**config.mk**
```make
export PLATFORM = sky130hd
export DESIGN_NAME = ldpc_iter_ctrl
export DESIGN_NICKNAME = d
export VERILOG_FILES = /design/src/rtl/ldpc_pkg.sv /design/src/rtl/ldpc_sat_counter.sv /design/src/rtl/ldpc_iter_ctrl.sv
export SDC_FILE = /design/constraint.sdc
export NUM_CORES = 1
export LEC_CHECK = 0
export BUFFER_PORTS_ARGS = -buffer_cell sky130_fd_sc_hd__buf_2
export CAP_MARGIN = 20
export CORE_MARGIN = 2
export CORE_UTILIZATION = 45
export CTS_BUF_LIST = sky130_fd_sc_hd__clkbuf_4
export CTS_CLUSTER_DIAMETER = 80
export CTS_CLUSTER_SIZE = 16
export DETAILED_ROUTE_END_ITERATION = 10
export GPL_TIMING_DRIVEN = 0
export PLACE_DENSITY = 0.69
export SYNTH_ARGS = -nofsm -noshare
export SYNTH_HDL_FRONTEND = slang
export SYNTH_SLANG_ARGS = --single-unit
```
**constraint.sdc**
```tcl
create_clock -name clk -period 4 [get_ports clk]
set_clock_uncertainty 0.15 [all_clocks]
set_input_delay 0.2 -clock clk [delete_from_list [all_inputs] [get_ports clk]]
set_output_delay 0.2 -clock clk [all_outputs]
set_load 0.005 [all_outputs]
```
**src/rtl/ldpc_pkg.sv**
```systemverilog
// Shared types and constants for the LDPC iteration controller and decoder datapath.
package ldpc_pkg;

  localparam int unsigned N_VARS           = 10;
  localparam int unsigned N_CHECKS         = 5;
  localparam int unsigned LLR_W            = 32;
  localparam int unsigned DEFAULT_MAX_ITER = 8;

  typedef enum logic [2:0] {
    ST_IDLE,
    ST_LOAD,
    ST_V2C,
    ST_C2V,
    ST_BEL,
    ST_CHK,
    ST_DONE
  } ldpc_ctrl_state_t;

endpackage

```
**src/rtl/ldpc_sat_counter.sv**
```systemverilog
// Up-counter that increments on inc and holds at all-ones instead of wrapping.
module ldpc_sat_counter #(
  parameter int unsigned WIDTH = 16
) (
  input  logic             clk,
  input  logic             rst_n,
  input  logic             inc,
  output logic [WIDTH-1:0] count
);

  logic [WIDTH-1:0] count_q, count_d;

  always_comb begin
    count_d = count_q;
    if (inc && (count_q != '1)) count_d = count_q + 1'b1;
  end

  always_ff @(posedge clk or negedge rst_n) begin
    if (!rst_n) count_q <= '0;
    else        count_q <= count_d;
  end

  assign count = count_q;

endmodule

```
**src/rtl/ldpc_iter_ctrl.sv**
```systemverilog
// LDPC iteration scheduler: sequences LOAD/V2C/C2V/BEL/CHK per frame with early exit.
// Define LDPC_ITER_STATS_EN to add saturating frame_cnt/fail_cnt outputs.
module ldpc_iter_ctrl
  import ldpc_pkg::*;
#(
  parameter int unsigned MAX_ITER = DEFAULT_MAX_ITER,
  parameter int unsigned ITER_W   = 4,
  parameter int unsigned STAT_W   = 16
) (
  input  logic              clk,
  input  logic              rst_n,
  input  logic              in_valid,
  output logic              in_ready,
  input  logic              flush,
  input  logic              syndrome_ok,
  output logic              ld_en,
  output logic              v2c_en,
  output logic              c2v_en,
  output logic              bel_en,
  output logic              out_valid,
  input  logic              out_ready,
  output logic              converged,
  output logic [ITER_W-1:0] iter_count,
  output logic              busy
`ifdef LDPC_ITER_STATS_EN
  ,
  output logic [STAT_W-1:0] frame_cnt,
  output logic [STAT_W-1:0] fail_cnt
`endif
);

  localparam logic [ITER_W-1:0] MAX_ITER_C = ITER_W'(MAX_ITER);

  ldpc_ctrl_state_t  state_q, state_d;
  logic [ITER_W-1:0] iter_count_q, iter_count_d;
  logic              converged_q, converged_d;
  logic              in_ready_q, in_ready_d;
  logic              ld_en_q, ld_en_d;
  logic              v2c_en_q, v2c_en_d;
  logic              c2v_en_q, c2v_en_d;
  logic              bel_en_q, bel_en_d;
  logic              out_valid_q, out_valid_d;
  logic              busy_q, busy_d;

  always_ff @(posedge clk or negedge rst_n) begin
    if (!rst_n) begin
      state_q      <= ST_IDLE;
      iter_count_q <= '0;
      converged_q  <= 1'b0;
      in_ready_q   <= 1'b0;
      ld_en_q      <= 1'b0;
      v2c_en_q     <= 1'b0;
      c2v_en_q     <= 1'b0;
      bel_en_q     <= 1'b0;
      out_valid_q  <= 1'b0;
      busy_q       <= 1'b0;
    end else begin
      state_q      <= state_d;
      iter_count_q <= iter_count_d;
      converged_q  <= converged_d;
      in_ready_q   <= in_ready_d;
      ld_en_q      <= ld_en_d;
      v2c_en_q     <= v2c_en_d;
      c2v_en_q     <= c2v_en_d;
      bel_en_q     <= bel_en_d;
      out_valid_q  <= out_valid_d;
      busy_q       <= busy_d;
    end
  end

  // iter_count/converged are left untouched by flush so the last frame stays visible.
  always_comb begin
    state_d      = state_q;
    iter_count_d = iter_count_q;
    converged_d  = converged_q;
    if (flush) begin
      state_d = ST_IDLE;
    end else begin
      case (state_q)
        ST_IDLE: if (in_valid && in_ready_q) begin
          state_d      = ST_LOAD;
          iter_count_d = '0;
          converged_d  = 1'b0;
        end
        ST_LOAD: state_d = ST_V2C;
        ST_V2C:  state_d = ST_C2V;
        ST_C2V:  state_d = ST_BEL;
        ST_BEL: begin
          state_d      = ST_CHK;
          iter_count_d = iter_count_q + 1'b1;
        end
        ST_CHK: begin
          if (syndrome_ok) begin
            state_d     = ST_DONE;
            converged_d = 1'b1;
          end else if (iter_count_q == MAX_ITER_C) begin
            state_d     = ST_DONE;
            converged_d = 1'b0;
          end else begin
            state_d = ST_V2C;
          end
        end
        ST_DONE: if (out_ready) state_d = ST_IDLE;
        default: state_d = ST_IDLE;
      endcase
    end
  end

  // Outputs are decoded from the next state so each registered enable lines up with its state.
  always_comb begin
    in_ready_d  = (state_d == ST_IDLE);
    ld_en_d     = (state_d == ST_LOAD);
    v2c_en_d    = (state_d == ST_V2C);
    c2v_en_d    = (state_d == ST_C2V);
    bel_en_d    = (state_d == ST_BEL);
    out_valid_d = (state_d == ST_DONE);
    busy_d      = (state_d != ST_IDLE);
  end

  assign in_ready   = in_ready_q;
  assign ld_en      = ld_en_q;
  assign v2c_en     = v2c_en_q;
  assign c2v_en     = c2v_en_q;
  assign bel_en     = bel_en_q;
  assign out_valid  = out_valid_q;
  assign converged  = converged_q;
  assign iter_count = iter_count_q;
  assign busy       = busy_q;

`ifdef LDPC_ITER_STATS_EN
  logic handshake;
  assign handshake = (state_q == ST_DONE) && out_ready && !flush;

  ldpc_sat_counter #(.WIDTH(STAT_W)) u_frame_cnt (
    .clk   (clk),
    .rst_n (rst_n),
    .inc   (handshake),
    .count (frame_cnt)
  );

  ldpc_sat_counter #(.WIDTH(STAT_W)) u_fail_cnt (
    .clk   (clk),
    .rst_n (rst_n),
    .inc   (handshake && !converged_q),
    .count (fail_cnt)
  );
`endif

endmodule

```
==> results of run 1 <==
-- worst reg2reg max path, stage by stage (launching register included) --
cell     delay (ps)
dfrtp_1         410
buf_6           150
or3_4           400
or2_0           220
mux2_2          260
-- cell type report --
cell class              instances  area [um2]  share of cell area (%)
plain buffers                   4       33.78                   3.654
clock buffers                   4       30.03                   3.248
inverters                       5       18.77                   2.030
multi-input cells              50       350.3                   37.89
flip-flops and latches         15       375.4                   40.60
well taps                      17       21.27                   2.300
repair buffers                 18       95.09                   10.28
-- cell families after synthesis --
group                    after synthesis  share of synthesized area, %
AND/OR/NAND/NOR                       23                         18.33
AO/OA/AOI/OAI                         22                         19.78
flip-flops                            15                         48.23
buffers and inverters                  9                         6.752
XOR/XNOR                               2                         2.251
adder cells (fa/ha/maj)                2                         3.215
multiplexers                           1                         1.447
-- sequential cells by signal, indices dropped and copies added (netlist names) --
name / flops
bel_en: 1
busy: 1
c2v_en: 1
converged: 1
in_ready: 1
iter_count: 4
ld_en: 1
out_valid: 1
state_q: 3
v2c_en: 1
-- placed cells by master (no fill, tap or decap), types with 2 or more instances in the layout --
cell / instances
nor3_1: 2
xnor2_1: 2
nand2_1: 4
a21o_1: 4
ha_1: 2
a21oi_2: 2
a21oi_1: 5
o21ai_0: 3
inv_1: 5
and2_1: 2
buf_6: 2
dfrtp_1: 15
nor2_1: 3
buf_2: 17
clkbuf_4: 4
a211oi_1: 2
-- metal layers --
| layer | track usage (%) | wire length, um | up-vias |
|---|---|---|---|
| met5 | 0 | 0 | - |
| met4 | 10.59 | 27 | 0 |
| met3 | 3.571 | 71 | 4 |
| met2 | 21.69 | 595 | 19 |
| met1 | 25.69 | 735 | 264 |
| li1 | - | - | 307 |
-- power by group through the flow --
stage	clock, mW	sequential (mW)	combinational (mW)
6_report	0.0915	0.174	0.0850
4_1_cts	0.0945	0.175	0.0860
2_1_floorplan	0	0.178	0.0552
5_1_grt	0.104	0.176	0.0957
3_5_place_dp	0	0.177	0.0849
3_3_place_gp	0	0.177	0.0841
-- what timing repair did --
action / in CTS / in global routing
endpoints found under the setup margin: 0 / 0
buffers inserted: 0 / 0
hold buffers: 1 / 0
endpoints found under the hold margin: 15 / 0
-- path summary, 6_finish.rpt --
kind,startpoint,endpoint
setup / recovery,state_q[1],iter_count[0]
hold / removal,flush,state_q[2]
setup reg to reg,state_q[1],iter_count[0]
hold reg to reg,iter_count[3],iter_count[3]
max in group asynchronous,rst_n,iter_count[1]
min in group asynchronous,rst_n,state_q[1]
-- synth_stat cells --
master / count
or3b_1: 1
and2b_1: 1
and2_1: 2
buf_6: 2
nor2_1: 3
or2_2: 1
nor3_1: 2
nor3b_2: 1
nand3_1: 1
buf_4: 1
a31oi_1: 1
ha_1: 2
or2_0: 1
xnor2_1: 2
nand3b_1: 1
nor4_1: 1
a2111o_1: 1
or3_4: 1
a21oi_2: 2
nand2_1: 4
a21oi_1: 5
mux2_2: 1
a211oi_1: 2
dfrtp_1: 15
a22o_1: 1
o41ai_1: 1
clkbuf_1: 1
o21a_1: 1
o21ai_0: 3
nor3_2: 1
inv_1: 5
a31o_2: 1
a21o_1: 4
nand2b_1: 1
nor2b_1: 1
==> results.cfg, run 1 <==
[place]
port_buffers = 17
place_congestion = 0.8039
place_inst = 108
dp_hpwl_mm = 1.072
placed_cell_area_um2 = 884.6
place_ws_ps = 2297

[sta]
slew_viol_final = 0
layout_setup_ws_ps = 2296
relSlewSlack_pct = 78.32
period_share_pct = 42.60
hold_viol = 0
setup_tns_ps = 0
finalSetupViolCount = 0
whs_ps = 144.5
fmax_mhz = 586.8
rsz0062_at_grt = no
tightest_slew_ps = 321.7
post-route-min-period_ps = 1704

[clock_network]
cts_made_buffers = 3
htree_levels = 1
cts_max_path_buffers = 2
cts_resized = 0
cts_tree = yes
cts_sinks = 15
clk_latency_ps = 280
cts.clk_slew.worst_paths_ps = 80
cts_root_buf = clkbuf_4

[setup_path]
crit_buf_inv = 1
crit_cells = 4
cp_cell_sequence = buf_6 > or3_4 > or2_0 > mux2_2
critPathKind = reg -> reg
cp_top_family = simple AND/OR/NAND/NOR gates
cp-start-kind = register
worstPathMaxFanout = 10
critPathCaptureType = register
reg2reg_slack_ps = 2300
r2r_cells = 4
worstPathRequired_ps = 4020
crit_arrival_ps = 1730
slowest_stage = dfrtp_1
cpPeakStageDelay_ps = 410

[detailed_routing]
drtIter0Drc = 11
drc = 0
ant_nets = 0
viasPerCell = 5.257
vias = 594
firstDrtPassIters = 4
wl_mm = 1.430
wire_per_inst_um = 12.65

[min_path]
holdPathStages = 3
hold_class = in -> reg

[power_and_ir_drop]
ir_worst_vdd_uv = 236.2
netSwitchingFraction_pct = 28.97
power_frac_clock_pct = 26.1
power_density_nw_per_um2 = 379.6
power.internal_mw = 0.2493
leakagePower_nw = 0.4847
pwr-share-comb_pct = 24.2
total_power_mw = 0.3510
p_seq_share_pct = 49.7
p_switching_mw = 0.1017

[floorplanning]
dieArea_um2 = 2078
start_util_pct = 46.59
die_w_um = 45.59
num_rows = 15
die_h_um = 45.59
core_area_um2 = 1670
io_pins = 18

[cells_and_area]
layout.cells.non_filler = 113
fillers = 161
area_delta_synth_final_pct = 18.81
final_cell_area_um2 = 924.6
nNetsFinal = 105
utilization_pct = 55.36
antennaDiodeCount = 0
drive_gt1_share_pct = 33.33

[synthesis]
synth.distinct_cells = 35
synthTopCellsByArea = dfrtp_1, a21o_1, a21oi_1, ha_1, buf_6
yosysTopAreaCell = dfrtp_1
syn_nets = 82
syn_area_per_cell_um2 = 10.52
ys_warn_count = 0
netlist_instances = 74
yosysSeqAreaShare_pct = 48.23
syn_area_um2 = 778.2
ys_seq_elements = 15
yosysTopAreaCellShare_pct = 48.23

[grt]
grt_pass1_vias = 517
grt_antenna_before_repair = 0
grt_use_total_pct = 17.04
grt_max_degree = 16
gr-total-overflow = 0
grt_pass1_wl_mm = 2.415

[status]
status = finished, final reports clean

[run]
maxCapViolCount = 0
(Power assumes the default switching activity.)
==> inputs of run 2 (changes only) <==
Settings changed: PLACE_DENSITY 0.69 to 0.71.
Clock period 4 ns to 1.5 ns, I/O delays scaled along.
==> results.cfg, run 2 (synthesis results as in run 1) <==
[sta]
post-route-min-period_ps = 1710
layout_setup_ws_ps = -209.8
hold_viol = 0
rsz0062_at_grt = yes
relSlewSlack_pct = 74.01
period_share_pct = 114.0
setup_tns_ps = -1562
finalSetupViolCount = 13
fmax_mhz = 584.9
tightest_slew_ps = 388.0
slew_viol_final = 0

[setup_path]
cp_cell_sequence = buf_6 > or3_4 > or2_4 > mux2_4
worstSetupStartpoint = state_q[1]
r2r-end = iter_count[0]
crit_arrival_ps = 1740
reg2reg_slack_ps = -210
reg2reg_from = state_q[1]
cpPeakStageDelay_ps = 420
critPathKind = reg -> reg
cp-start-kind = register
worstPathRequired_ps = 1530
crit_end = iter_count[0]
r2r_cells = 4
worstPathMaxFanout = 6
critPathCaptureType = register
slowest_stage = dfrtp_1

[status]
violations = negative setup slack
status = complete, but fails checks

[floorplanning]
die_w_um = 45.59
start_util_pct = 46.59
die_h_um = 45.59
core_area_um2 = 1670
num_rows = 15
dieArea_um2 = 2078
io_pins = 18

[cells_and_area]
fillers = 132
nNetsFinal = 113
utilization_pct = 65.02
final_cell_area_um2 = 1086
final_common_cell = buf_2
drive_gt1_share_pct = 50.96
largest_reg_flops = 4
final_cell_mix = buf_2, dfrtp_1, buf_6
antennaDiodeCount = 0
layout.cells.non_filler = 121
area_delta_synth_final_pct = 39.55

[clock_network]
cts_made_buffers = 3
clk_latency_ps = 300
cts_root_buf = clkbuf_4
cts_sinks = 15
htree_levels = 1
cts_max_path_buffers = 2
cts_tree = yes
cts.clk_slew.worst_paths_ps = 100

[min_path]
hold_class = in -> reg
holdPathStages = 5

[place]
dp_hpwl_mm = 1.114
port_buffers = 17
placed_cell_area_um2 = 884.6
place_inst = 108
place_congestion = 0.7378

[run]
maxCapViolCount = 0

[power_and_ir_drop]
power_density_nw_per_um2 = 984.3
leakagePower_nw = 0.5470
total_power_mw = 1.069
ir_worst_vdd_uv = 769.2

[detailed_routing]
vias = 672
ant_nets = 0
drc = 0
firstDrtPassIters = 4
wl_mm = 1.745
drtIter0Drc = 10
viasPerCell = 5.554
wire_per_inst_um = 14.42

[grt]
grt_pass1_vias = 569
gr-total-overflow = 0
grt_use_total_pct = 17.96
grt_antenna_before_repair = 0
grt_max_degree = 16
grt_pass1_wl_mm = 2.642
[run 2: worst min path at each step]
| stage | from | end | slack [ps] |
|---|---|---|---|
| floorplan | rst_n | bel_en | -370 |
| global placement | rst_n | iter_count[1] | -160 |
| detailed placement | rst_n | iter_count[1] | -160 |
| CTS | syndrome_ok | converged | 2 |
| global route | in_valid | converged | 30 |
| finish | syndrome_ok | converged | 10 |
[run 2: metal layers]
layer	routed length [um]	vias up	track usage [%]
met5	0	-	0
met4	15	0	8.824
met3	55	2	2.381
met2	851	16	24.79
met1	822	335	27.37
li1	-	319	-
[run 2: through the flow]
stage	hold slack, ps	worst slack (ps)
after floorplan	-370.6	-132.1
after global placement	-156.7	-203.6
after detailed placement	-159.8	-215.3
after CTS	1.717	-189.5
after global routing	26.03	-244.1
final	14.67	-209.8
[run 2: cell type report]
class	instances	area (um2)	share of cell area, %
well taps	17	21.27	1.959
flip-flops and latches	15	375.4	34.56
plain buffers	3	33.78	3.111
multi-input cells	50	424.2	39.06
clock buffers	3	22.52	2.074
repair buffers	27	177.7	16.36
inverters	5	23.77	2.189
clock inverters	1	7.507	0.6912
[run 2: repair_timing]
action,4_1_cts,5_1_grt
gates resized for setup,14,14
pin swaps,7,13
setup buffers,7,2
hold endpoints to repair,15,0
hold buffers,1,0
endpoints found under the setup margin,13,15
[run 2: critical path, delay by kind of cell, from the launching register on]
family                 cells  cell delay [ps]
muxes                      1              270
buffers and inverters      1              140
DFF                        1              420
and+or+nand+nor            2              610
[run 2: power by group]
part           switching (mW)  internal, mW  total (mW)
Clock                   0.146         0.102       0.248
Combinational           0.178         0.176       0.354
Sequential             0.0261         0.442       0.468
==> inputs of run 3 (changes only) <==
Settings changed: CORE_UTILIZATION 45 to 30, PLACE_DENSITY 0.71 to default.
Clock period 1.5 ns to 2 ns, I/O delays scaled along.
==> results.cfg, run 3 (synthesis results as in run 1) <==
[sta]
tightest_slew_ps = 371.0
layout_setup_ws_ps = 282.1
hold_viol = 0
fmax_mhz = 582.1
rsz0062_at_grt = no
slew_viol_final = 0
relSlewSlack_pct = 75.00
post-route-min-period_ps = 1718
finalSetupViolCount = 0
setup_tns_ps = 0
period_share_pct = 85.89

[setup_path]
critPathCaptureType = register
worstPathRequired_ps = 2020
worstSetupStartpoint = state_q[1]
cp_cell_sequence = buf_6 > or3_4 > or2_0 > mux2_2
slowest_stage = dfrtp_1
crit_arrival_ps = 1740
reg2reg_from = state_q[1]
cpPeakStageDelay_ps = 410
worstPathMaxFanout = 10
critPathKind = reg -> reg
reg2reg_slack_ps = 280
cp-start-kind = register

[clock_network]
clk_latency_ps = 280
cts.clk_slew.worst_paths_ps = 90
cts_made_buffers = 3
htree_levels = 1
cts_root_buf = clkbuf_4
cts_sinks = 15
cts_tree = yes
cts_post_setup_buffers_inserted = 0
cts_max_path_buffers = 2

[grt]
grt_use_total_pct = 11.14
grt_max_degree = 16
grt_antenna_before_repair = 0
grt_pass1_vias = 561
grt_pass1_wl_mm = 2.325
gr-total-overflow = 0

[detailed_routing]
drc = 0
wire_per_inst_um = 11.50
wl_mm = 1.449
vias = 617
firstDrtPassIters = 4
viasPerCell = 4.897
drtIter0Drc = 13
ant_nets = 0

[cells_and_area]
fillers = 261
final_common_cell = buf_2
largest_reg_flops = 4
layout.cells.non_filler = 126
antennaDiodeCount = 0
final_cell_mix = buf_2, dfrtp_1, inv_1, a21oi_1
nNetsFinal = 105
area_delta_synth_final_pct = 20.90
drive_gt1_share_pct = 33.33
utilization_pct = 37.98

[min_path]
hold_class = in -> reg
min-delay-start = flush

[power_and_ir_drop]
power_density_nw_per_um2 = 746.8
ir_worst_vdd_uv = 320.0
leakagePower_nw = 0.4847
total_power_mw = 0.7027

[floorplanning]
io_pins = 18
dieArea_um2 = 3017
start_util_pct = 31.41
core_area_um2 = 2477
die_h_um = 54.93
num_rows = 18
die_w_um = 54.93

[status]
status = finished, final reports clean

[run]
maxCapViolCount = 0

[place]
place_ws_ps = 293.1
port_buffers = 17
place_inst = 121
dp_hpwl_mm = 1.115
place_congestion = 0.7011
## run 3: final timing paths
check                                end  cells past startpoint
max                        iter_count[0]                      4
min in group asynchronous      out_valid                      2
max in group asynchronous      converged                      2
min reg2reg                iter_count[3]                      2
max reg2reg                iter_count[0]                      4
min                           state_q[2]                      3
## run 3: cell type report
cell class / instances / area [um2] / area share, %
flip-flops and latches: 15 / 375.4 / 39.89
plain buffers: 4 / 33.78 / 3.590
clock buffers: 4 / 30.03 / 3.191
repair buffers: 18 / 95.09 / 10.11
multi-input cells: 50 / 350.3 / 37.23
well taps: 30 / 37.54 / 3.989
inverters: 5 / 18.77 / 1.995
## run 3: timing repair
| action | in CTS | in global routing |
|---|---|---|
| hold endpoints to repair | 15 | 0 |
| hold buffers | 1 | 0 |
| gates resized for setup | 0 | 0 |
## run 3: layer usage
metal | track usage [%] | share of wire, % | wire length [um] | up-vias
li1 | - | - | - | 305
met1 | 14.43 | 47 | 681 | 295
met2 | 17.26 | 46 | 671 | 12
met3 | 1.613 | 3.6 | 52 | 5
met4 | 7.317 | 3.0 | 43 | 0
met5 | 0 | 0 | 0 | -
## run 3: worst max-delay path, delay by kind of cell (launching register included)
family,cells,cell delay (ps)
muxes,1,270
buffers and inverters,1,150
and+or+nand+nor,2,630
DFF,1,410
## run 3: where the power goes
group	internal (mW)	switching, mW
combinational	0.0765	0.0923
sequential	0.331	0.0179
clock	0.0910	0.0937
total	0.499	0.204
## run 3: metrics by stage
stage / hold WS (ps) / instance area [um2]
3_3_place_gp: -132.6 / 900.9
2_1_floorplan: -345.6 / 778.2
5_1_grt: 60.61 / 940.9
4_1_cts: 38.42 / 940.9
3_5_place_dp: -124.7 / 900.9
6_report: 34.59 / 940.9
